[src/rtl/mem_access_unit_pkg.sv]
// mem_access_unit_pkg: shared decoder codes, FSM states, fault and load funct3 codes
package mem_access_unit_pkg;
  localparam logic MEM_READ = 1'b0;
  localparam logic MEM_WRITE = 1'b1;
  localparam logic [1:0] STORE_B = 2'd0;
  localparam logic [1:0] STORE_H = 2'd1;
  localparam logic [1:0] STORE_W = 2'd2;
  typedef enum logic [1:0] {IDLE, REQ, DONE} state_t;
  localparam logic [1:0] FAULT_NONE = 2'd0;
  localparam logic [1:0] FAULT_MISALIGN = 2'd1;
  localparam logic [1:0] FAULT_TIMEOUT = 2'd2;
  localparam logic [2:0] LB = 3'b000;
  localparam logic [2:0] LH = 3'b001;
  localparam logic [2:0] LW = 3'b010;
  localparam logic [2:0] LBU = 3'b100;
  localparam logic [2:0] LHU = 3'b101;
  // 0 byte, 1 halfword, 2 word; unknown load funct3 and store_sel decode as word
  function automatic logic [1:0] access_width(input logic rw, input logic [1:0] store_sel,
                                              input logic [2:0] funct3);
    return rw == MEM_WRITE ? (store_sel == STORE_B ? 2'd0 : store_sel == STORE_H ? 2'd1 : 2'd2)
         : (funct3 == LB || funct3 == LBU) ? 2'd0 : (funct3 == LH || funct3 == LHU) ? 2'd1 : 2'd2;
  endfunction
endpackage

[src/rtl/mem_access_unit_load_extend.sv]
// load_extend: select byte/halfword from a read word and sign- or zero-extend it
module load_extend
  import mem_access_unit_pkg::*;
(
  input  logic [31:0] rdata,
  input  logic [1:0]  offset,
  input  logic [2:0]  funct3,
  output logic [31:0] data
);
  logic [31:0] shifted;
  logic [7:0] b;
  logic [15:0] h;
  assign shifted = rdata >> {offset, 3'b000};
  assign b = shifted[7:0];
  assign h = offset[1] ? rdata[31:16] : rdata[15:0];
  always_comb
    data = funct3 == LB  ? {{24{b[7]}}, b}
         : funct3 == LH  ? {{16{h[15]}}, h}
         : funct3 == LBU ? {24'd0, b}
         : funct3 == LHU ? {16'd0, h}
         : rdata;
endmodule

[src/rtl/mem_access_unit.sv]
// mem_access_unit: load/store stage driving a single-outstanding req/ack data bus
module mem_access_unit
  import mem_access_unit_pkg::*;
#(
  parameter int TIMEOUT_CYCLES = 255
) (
  input  logic        clock,
  input  logic        reset,
  input  logic        start,
  input  logic        rw,
  input  logic [1:0]  store_sel,
  input  logic [2:0]  load_funct3,
  input  logic [31:0] addr,
  input  logic [31:0] wdata,
  output logic        busy,
  output logic        done,
  output logic [1:0]  fault,
  output logic [31:0] load_data,
  output logic        bus_req,
  output logic        bus_we,
  output logic [3:0]  bus_be,
  output logic [31:0] bus_addr,
  output logic [31:0] bus_wdata,
  input  logic        bus_ack,
  input  logic [31:0] bus_rdata
);
  state_t state;
  logic [7:0] cnt;
  logic cap_rw, cap_mis;
  logic [2:0] cap_f3;
  logic [1:0] cap_off, width;
  logic mis;
  logic [3:0] be;
  logic [31:0] steered, ext;
  assign width = access_width(rw, store_sel, load_funct3);
  assign mis = width == 2'd1 ? addr[0] : width == 2'd2 ? |addr[1:0] : 1'b0;
  always_comb begin
    be = rw == MEM_READ ? 4'b1111
       : width == 2'd0 ? 4'b0001 << addr[1:0]
       : width == 2'd1 ? (addr[1] ? 4'b1100 : 4'b0011)
       : 4'b1111;
    steered = width == 2'd0 ? {4{wdata[7:0]}} : width == 2'd1 ? {2{wdata[15:0]}} : wdata;
  end
  load_extend u_ext (
    .rdata(bus_rdata),
    .offset(cap_off),
    .funct3(cap_f3),
    .data(ext)
  );
  // A misaligned access still spends one REQ cycle with no request so its
  // completion latency matches the fastest acknowledged access.
  always_ff @(posedge clock) begin
    if (reset) begin
      state <= IDLE;
      cnt <= '0;
      cap_rw <= MEM_READ;
      cap_mis <= 1'b0;
      cap_f3 <= '0;
      cap_off <= '0;
      busy <= 1'b0;
      done <= 1'b0;
      fault <= FAULT_NONE;
      load_data <= '0;
      bus_req <= 1'b0;
      bus_we <= 1'b0;
      bus_be <= '0;
      bus_addr <= '0;
      bus_wdata <= '0;
    end else begin
      case (state)
        IDLE: begin
          done <= 1'b0;
          fault <= FAULT_NONE;
          if (start) begin
            state <= REQ;
            busy <= 1'b1;
            cnt <= '0;
            cap_rw <= rw;
            cap_mis <= mis;
            cap_f3 <= load_funct3;
            cap_off <= addr[1:0];
            if (!mis) begin
              bus_req <= 1'b1;
              bus_we <= rw == MEM_WRITE;
              bus_be <= be;
              bus_addr <= {addr[31:2], 2'b00};
              bus_wdata <= steered;
            end
          end
        end
        REQ: begin
          if (cap_mis) begin
            state <= DONE;
            done <= 1'b1;
            fault <= FAULT_MISALIGN;
          end else if (bus_ack) begin
            state <= DONE;
            done <= 1'b1;
            fault <= FAULT_NONE;
            bus_req <= 1'b0;
            if (cap_rw == MEM_READ) load_data <= ext;
          end else if (cnt == 8'(TIMEOUT_CYCLES - 1)) begin
            state <= DONE;
            done <= 1'b1;
            fault <= FAULT_TIMEOUT;
            bus_req <= 1'b0;
          end else cnt <= cnt + 8'd1;
        end
        DONE: begin
          state <= IDLE;
          busy <= 1'b0;
          done <= 1'b0;
          fault <= FAULT_NONE;
        end
        default: state <= IDLE;
      endcase
    end
  end
endmodule

[config.mk]
export PLATFORM = sky130hd
export DESIGN_NAME = mem_access_unit
export DESIGN_NICKNAME = d
export VERILOG_FILES = /design/src/rtl/mem_access_unit_pkg.sv /design/src/rtl/mem_access_unit_load_extend.sv /design/src/rtl/mem_access_unit.sv
export SDC_FILE = /design/constraint.sdc
export NUM_CORES = 1
export LEC_CHECK = 0
export CORE_MARGIN = 8
export CORE_UTILIZATION = 45
export CTS_BUF_LIST = sky130_fd_sc_hd__clkbuf_4
export CTS_CLUSTER_DIAMETER = 200
export DETAILED_ROUTE_END_ITERATION = 8
export GPL_TIMING_DRIVEN = 1
export PLACE_DENSITY = 0.9
export SYNTH_ARGS = -nofsm -noshare
export SYNTH_HDL_FRONTEND = slang
export SYNTH_SLANG_ARGS = --single-unit
[constraint.sdc]
create_clock -name clock -period 2.93 [get_ports clock]
set_input_delay 0.586 -clock clock [delete_from_list [all_inputs] [get_ports clock]]
set_output_delay 0.586 -clock clock [all_outputs]
set_load 0.03 [all_outputs]
* Word-level counts from Yosys, hierarchy flattened *
Index checks and enable logic that the tools add are counted.

storage, ports and cells
  register bits = 121
  input bits = 106

cells by class
  $add $sub $neg = 1
  equal/unequal tests = 19
  shift-type cells = 2
  mux-type cells = 43
  bitwise gates (word level) = 3
  reduce and logical (&&, ||, !) cells = 20

operator list
  operator                                                          count
  32-bit two-way mux                                                6
  8-bit two-way mux                                                 4
  32-bit by 5-bit >> shifter with 8-bit output                      1
  2-bit two-way mux                                                 11
  16-bit two-way mux                                                1
  4-bit two-way mux                                                 4
  8-bit one-hot mux with 2 select lines                             1
  3-bit == test (second input constant)                             4
  1-bit two-way mux                                                 11
  2-bit inequality test (second input constant)                     5
  5-bit AND reduction                                               2
  8-bit by 1-bit adder with 8-bit output (second input constant)    1
  8-bit == test (second input constant)                             1
  2-bit one-hot mux with 2 select lines                             2
  2-bit AND reduction                                               4
  2-bit by 1-bit == test with 1-bit output (second input constant)  3
  3-bit by 1-bit == test with 1-bit output (second input constant)  2
  2-bit zero test                                                   3
  3-bit zero test                                                   2
  1-bit one-hot mux with 2 select lines                             3
  2-bit nonzero test                                                3
  2-bit == test (second input constant)                             2
  4-bit inequality test (second input constant)                     1
  4-bit AND reduction                                               1
  other kinds (6)                                                   10

* Logic depth before layout (Yosys ltp) *
Gate-level depths: netlist of run 1.

  depth in word-level cells = 11
  mapped depth = 8
  mapped depth without buffers = 6

* Modules after synthesis *
From an unflattened synthesis of run 1, not the netlist that was laid out.

second synthesis, totals
  cell total of the unflattened synthesis = 747
  area, all modules = 6072.1 sq um

by module, submodules not included
  module           times used  cells an instance  area an instance (sq um)  sequential area each (sq um)
  mem_access_unit  1           640                5406.4                    2422.3
  load_extend      1           107                665.6                     0.0

* Least setup slack after synthesis of run 1 *
OpenSTA, ideal clock, no wires.

  path kind = input to register
  start point = input rw
  end point = register bus_addr[21]
  setup time = 0.132 ns
  arrival = 1.866 ns
  data required time = 2.798 ns
  slack = 0.932 ns
  stages on the path = 8
  buffers on the path = 4
  cells stage by stage = buf_6 mux2_4 buf_6 a211o_1 buf_6 buf_6 nand3_1 a21oi_1

on the way
  cells in the longest elaborated chain, start to end = 6
  elaborated cells on any way between the ends = 7

ends and longest elaborated chain
  element                            line                       RTL
  from (decl)                        mem_access_unit.sv:10      input logic rw,
  2-bit two-way mux (*)              mem_access_unit_pkg.sv:20  return rw == MEM_WRITE ? (store_sel == STORE_B ? 2'd0 : store_sel == STORE_H ? 2'd1 : 2'd2)
  2-bit == test                      mem_access_unit.sv:36      assign mis = width == 2'd1 ? addr[0] : width == 2'd2 ? |addr[1:0] : 1'b0;
  1-bit two-way mux                  mem_access_unit.sv:36
  1-bit two-way mux (*)              mem_access_unit.sv:36
  1-bit NOT (no line) (*)            -
  3-bit AND reduction (no line) (*)  -
  to (signal assigned)               mem_access_unit.sv:86      bus_addr <= {addr[31:2], 2'b00};
  to (decl)                          mem_access_unit.sv:22      output logic [31:0] bus_addr,

Mark *: on every way between the ends. The rest lies on a longest branch, timed or not.
A chain may end at the register's enable or synchronous reset.

* Worst setup path after layout of run 1 *
  start point = register bus_be[1]
  end point = output bus_be[1]

RTL lines
  element                 line                   RTL
  from (decl)             mem_access_unit.sv:21  output logic [3:0] bus_be,
  from (signal assigned)  mem_access_unit.sv:66  bus_be <= '0;
  from (signal assigned)  mem_access_unit.sv:85  bus_be <= be;

No word-level cell between the ends.

==> results of run 1 <==
## state kept, by name, summed over array words and instances, names as in the netlist
name and flops:
cnt 8, bus_wdata 32, cap_f3 3, bus_we 1, cap_off 2, cap_rw 1
fault 2, done 1, bus_be 4, state 2, busy 1, load_data 32
cap_mis 1, bus_addr 30, bus_req 1
## cells by family after synthesis
| logic type | synth area share |
|---|---|
| and+or+nand+nor | 0.173 |
| adders and majority gates | 0.00819 |
| muxes | 0.0601 |
| AOI/OAI and AO/OA | 0.253 |
| buffers and inverters | 0.0648 |
| other | 0.000682 |
| DFF | 0.440 |
## final cells by class
class	instances	area [um2]
Sequential cell	121	2420
Clock buffer	18	135
Tap cell	147	184
Timing Repair Buffer	222	2220
Multi-Input combinational cell	441	2750
Clock inverter	13	135
Fill cell	980	4090
Inverter	7	26.3
## layer usage
layer	track usage	vias to the layer above	part of all wire
li1	-	2697	-
met4	0.0920	0	0.026
met5	0	-	0
met3	0.0905	35	0.11
met1	0.262	2553	0.40
met2	0.336	234	0.46
## worst max path at each step
| stage | endpoint | slack [ns] | depth (start not counted) |
|---|---|---|---|
| floorplan | bus_addr[21] | 0.93 | 8 |
| global placement | bus_addr[14] | 0.30 | 6 |
| detailed placement | bus_be[0] | 0.25 | 6 |
| CTS | bus_be[1] | 0.68 | 1 |
| global route | fault[0] | 0.65 | 1 |
| finish | bus_be[1] | 0.72 | 1 |
## where the power goes
part | internal, mW | leakage [nW] | total [mW] | switching (mW)
logic | 0.461 | 1.63 | 1.03 | 0.566
registers | 1.75 | 0.989 | 1.82 | 0.0623
clock network | 0.575 | 0.148 | 1.18 | 0.607
## metrics by stage
stage / hold slack (ns) / cells / util / power (mW)
2_1_floorplan: 0.431 / 632 / - / 2.42
3_3_place_gp: 0.450 / 938 / 0.636 / 2.86
3_5_place_dp: 0.458 / 938 / 0.636 / 2.88
4_1_cts: 0.383 / 969 / 0.658 / 4.05
5_1_grt: 0.398 / 969 / 0.658 / 4.22
6_report: 0.433 / 969 / 0.658 / 4.02
## worst register-to-register path, cell delays in order, from the launching register on
cell	delay (ns)
dfxtp_1	0.45
inv_1	0.07
ha_1	0.19
and3_1	0.20
and3_1	0.32
or4_1	0.51
a21boi_0	0.17
## cell usage after synthesis, drive strengths merged (4+ instances only)
library cell  number  share of area
mux2i             27          0.049
nor3b              4         0.0055
nand3             44          0.040
a21boi             4         0.0055
a311oi             6         0.0096
inv                6         0.0041
nand2             45          0.031
a221oi             9          0.014
o21bai             6         0.0082
a211oi            36          0.053
buf               31          0.038
or3b               4         0.0068
nor3              28          0.025
o31ai             13          0.018
a222oi             8          0.015
o21ai             45          0.041
or3                4         0.0045
o221a              5          0.010
dfxtp            121           0.44
and3               9          0.010
nor2              41          0.028
a21oi             59          0.054
nor2b              5         0.0057
clkbuf            32          0.022
a22o               8          0.013
==> impl_metrics.toml, run 1 <==
[hold_path]
holdCritStartpoint = "reset"
hold_path.class = "in -> reg"
worstHoldPathCells = 2
hold-path-endpoint = "bus_addr[7]"

[setup_path]
timing.rr.start = "cnt[0]"
cp_slowest_cell = "clkdlybuf4s50_1"
worstPathRequired_ns = 2.34
endpoint_kind = "primary output"
reg2reg_slack_ns = 0.96
cp_num_buf_inv = 1
crit_type = "reg -> out"
r2r_cells = 6
slowest_delay_ns = 0.74
crit_family = "buffers and inverters"
cp.arrival_ns = 1.62
regToRegEndpoint = "cnt[4]"
critical_path_peak_fanout = 2
startpoint = "bus_be[1]"
path_cells = "clkdlybuf4s50_1"
cp-start-kind = "flop"

[logic_synthesis]
synth_flop_cell = "dfxtp_1"
async_flop_share = 0
synth_area_um2 = 5500
synth_edf_count = 0
yosysUniqueCellTypes = 53
yosys_warnings = 0
synth-seq-cells = 121
synth.avg_cell_area_um2 = 8.71
synthesis.instances = 631
seq_area_frac_synth = 0.441

[timing]
worst_clock_skew_ns = 0.0149
setup-violations-final = 0
setup_slack_ns = 0.721
worstMarginPinSlew_ns = 0.769
drv_slew = 0
finalCritPeriodShare = 0.754
rsz0062_at_grt = "false"
fin_setup_tns_ns = 0
fmax_ghz = 0.453
slew_headroom = 0.484
hold_violations = 0
min_period_ns = 2.21

[floorplan]
die_w_um = 127
die-area_um2 = 16000
start_util = 0.460
num_rows = 40
core_um2 = 12000
die_y_um = 127
ioPinCount = 212

[final_layout]
layout_commonest_cell = "clkdlybuf4s50_1"
n_antenna_cell = 0
fin_nets = 918
final_cell_mix = "clkdlybuf4s50_1 (208), dfxtp_1 (121), a21oi_1 (58)"
drive_above_1_share = 0.0681
final_area_um2 = 7870
area_delta_synth_final_pct = 43.2

[cts]
root_buffer = "clkbuf_4"
clk_pin_slew_ns = 0.10
cts_tree = "built"
h-tree-depth = 4
ctsResizeCount = 0
clkLatencyLatePin_ns = 0.54
cts.sink_count = 121
cts_hold_buf = 0
cts_setup_buffers = 0
cts_buffer_depth = 2
numCtsBuffers = 17

[grt]
antenna_found_initial = 0
grt_max_degree = 66
grt_usage = 0.218
grt_pass1_vias = 5371
overflow = 0
grt_pass1_wl_mm = 28.1

[routing]
dr_total_vias = 5519
drt_iter0_markers = 527
wl_mm = 17.8
drtAntennaViolNets = 0
firstDrtPassIters = 7
wl_per_cell_um = 18.4
drcViolationCount = 0
vias_per_cell = 5.70

[outcome]
status = "finished, final reports clean"

[pwr]
peakVddDrop_v = 0.000347
p_leak_nw = 2.76
powerDensity_nw_per_um2 = 511

[placement]
place_ws_ns = 0.252
hpwl_mm = 12.8
portBuffers = 209
place_congestion = 0.868
placed_cell_area_um2 = 7600

[job]
cap_violations = 0
(Power assumes the default switching activity.)
==> run 2, diff against run 1 <==
Clock period 2.93 ns to 2.1 ns, I/O delays scaled along.
==> impl_metrics.toml, run 2 (synthesized netlist as in run 1, its figures left out) <==
[final_layout]
final_cell_mix = "clkdlybuf4s50_1 (204), dfxtp_1 (121), a21oi_1 (58)"
instances_no_fill = 994
fin_nets = 943
layout_commonest_cell = "clkdlybuf4s50_1"
reg.largest.list = "bus_wdata x32, load_data x32, bus_addr x30"
final_area_um2 = 8160
n_antenna_cell = 0
drive_above_1_share = 0.100
area_delta_synth_final_pct = 48.5

[setup_path]
r2r_cells = 6
worstPathRequired_ns = 1.68
slowest_delay_ns = 0.69
regToRegEndpoint = "cnt[3]"
cp-start-kind = "flop"
crit_family = "buffers and inverters"
cp_num_buf_inv = 1
critical_path_peak_fanout = 2
crit_cells = 1
reg2reg_slack_ns = 0.17
cp.arrival_ns = 1.60
endpoint_kind = "primary output"
timing.rr.start = "cnt[0]"
crit_type = "reg -> out"
cp_slowest_cell = "clkdlybuf4s50_1"
path_cells = "clkdlybuf4s50_1"

[timing]
setup-violations-final = 0
min_period_ns = 2.02
rsz0062_at_grt = "false"
slew_headroom = 0.622
fin_setup_tns_ns = 0
hold_violations = 0
worst_clock_skew_ns = 0.0189
worstMarginPinSlew_ns = 0.565
fmax_ghz = 0.496
drv_slew = 0
hold-worst-slack_ns = 0.341
finalCritPeriodShare = 0.961

[hold_path]
hold-path-endpoint = "bus_we"
worstHoldPathCells = 2
hold_path.class = "in -> reg"
holdCritStartpoint = "reset"

[cts]
root_buffer = "clkbuf_4"
clk_pin_slew_ns = 0.11
h-tree-depth = 4
cts_tree = "built"
cts_buffer_depth = 2
numCtsBuffers = 17
clkLatencyLatePin_ns = 0.53
cts.sink_count = 121

[floorplan]
ioPinCount = 212
die_y_um = 127
num_rows = 40
die-area_um2 = 16000
core_um2 = 12000
start_util = 0.460
die_w_um = 127

[grt]
grt_pass1_vias = 5711
antenna_found_initial = 0
grt_pass1_wl_mm = 30.2
overflow = 0
grt_usage = 0.233
grt_max_degree = 48

[placement]
placed_cell_area_um2 = 7880
place_congestion = 0.863
dpl.cell_count = 963
portBuffers = 209
hpwl_mm = 13.7

[pwr]
p_leak_nw = 2.98
peakVddDrop_v = 0.000700
powerDensity_nw_per_um2 = 701

[routing]
wl_mm = 19.1
drt_iter0_markers = 669
vias_per_cell = 5.87
drcViolationCount = 0
drtAntennaViolNets = 0
dr_total_vias = 5830
firstDrtPassIters = 7
wl_per_cell_um = 19.2

[job]
cap_violations = 0

[outcome]
status = "finished, final reports clean"
run 2: worst max-delay path by stage:
| stage | endpoint | start | slack (ns) |
|---|---|---|---|
| floorplan | cnt[6] | cnt[0] | 0.26 |
| global placement | bus_wdata[21] | start | -0.13 |
| detailed placement | bus_wdata[20] | rw | -0.23 |
| CTS | bus_wdata[27] | bus_wdata[27] | 0.01 |
| global route | bus_addr[27] | bus_addr[27] | 0.004 |
| finish | load_data[7] | load_data[7] | 0.08 |
run 2: final cells by class:
type | instances | area [um2]
Fill cell | 965 | 3800
Multi-Input combinational cell | 441 | 2750
Timing Repair Buffer | 247 | 2510
Sequential cell | 121 | 2420
Tap cell | 147 | 184
Clock buffer | 19 | 143
Clock inverter | 12 | 133
Inverter | 7 | 26.3
run 2: power breakdown:
group	internal [mW]	leakage [nW]	switching, mW
combinational	0.697	1.84	0.822
sequential	2.45	0.989	0.0876
clock	0.821	0.152	0.847
total	3.96	2.98	1.76
run 2: metrics by stage:
stage          setup slack, ns  power [mW]   util
3_3_place_gp            -0.125        4.07  0.659
3_5_place_dp            -0.226        4.09  0.659
2_1_floorplan            0.263        3.38      -
6_report                0.0826        5.72  0.683
5_1_grt                0.00359        5.99  0.683
4_1_cts                 0.0125        5.76  0.682
run 2: timing repair:
| action | 4_1_cts | 5_1_grt |
|---|---|---|
| gates resized for setup | 0 | 5 |
| setup buffers | 0 | 0 |
| hold buffers | 0 | 0 |
| endpoints found under the setup margin | 0 | 5 |
run 2: routing by layer:
layer / track usage / part of all wire / up-vias
met2: 0.363 / 0.47 / 306
met1: 0.273 / 0.39 / 2726
met3: 0.0980 / 0.11 / 55
li1: - / - / 2743
met5: 0 / 0 / -
met4: 0.103 / 0.034 / 0
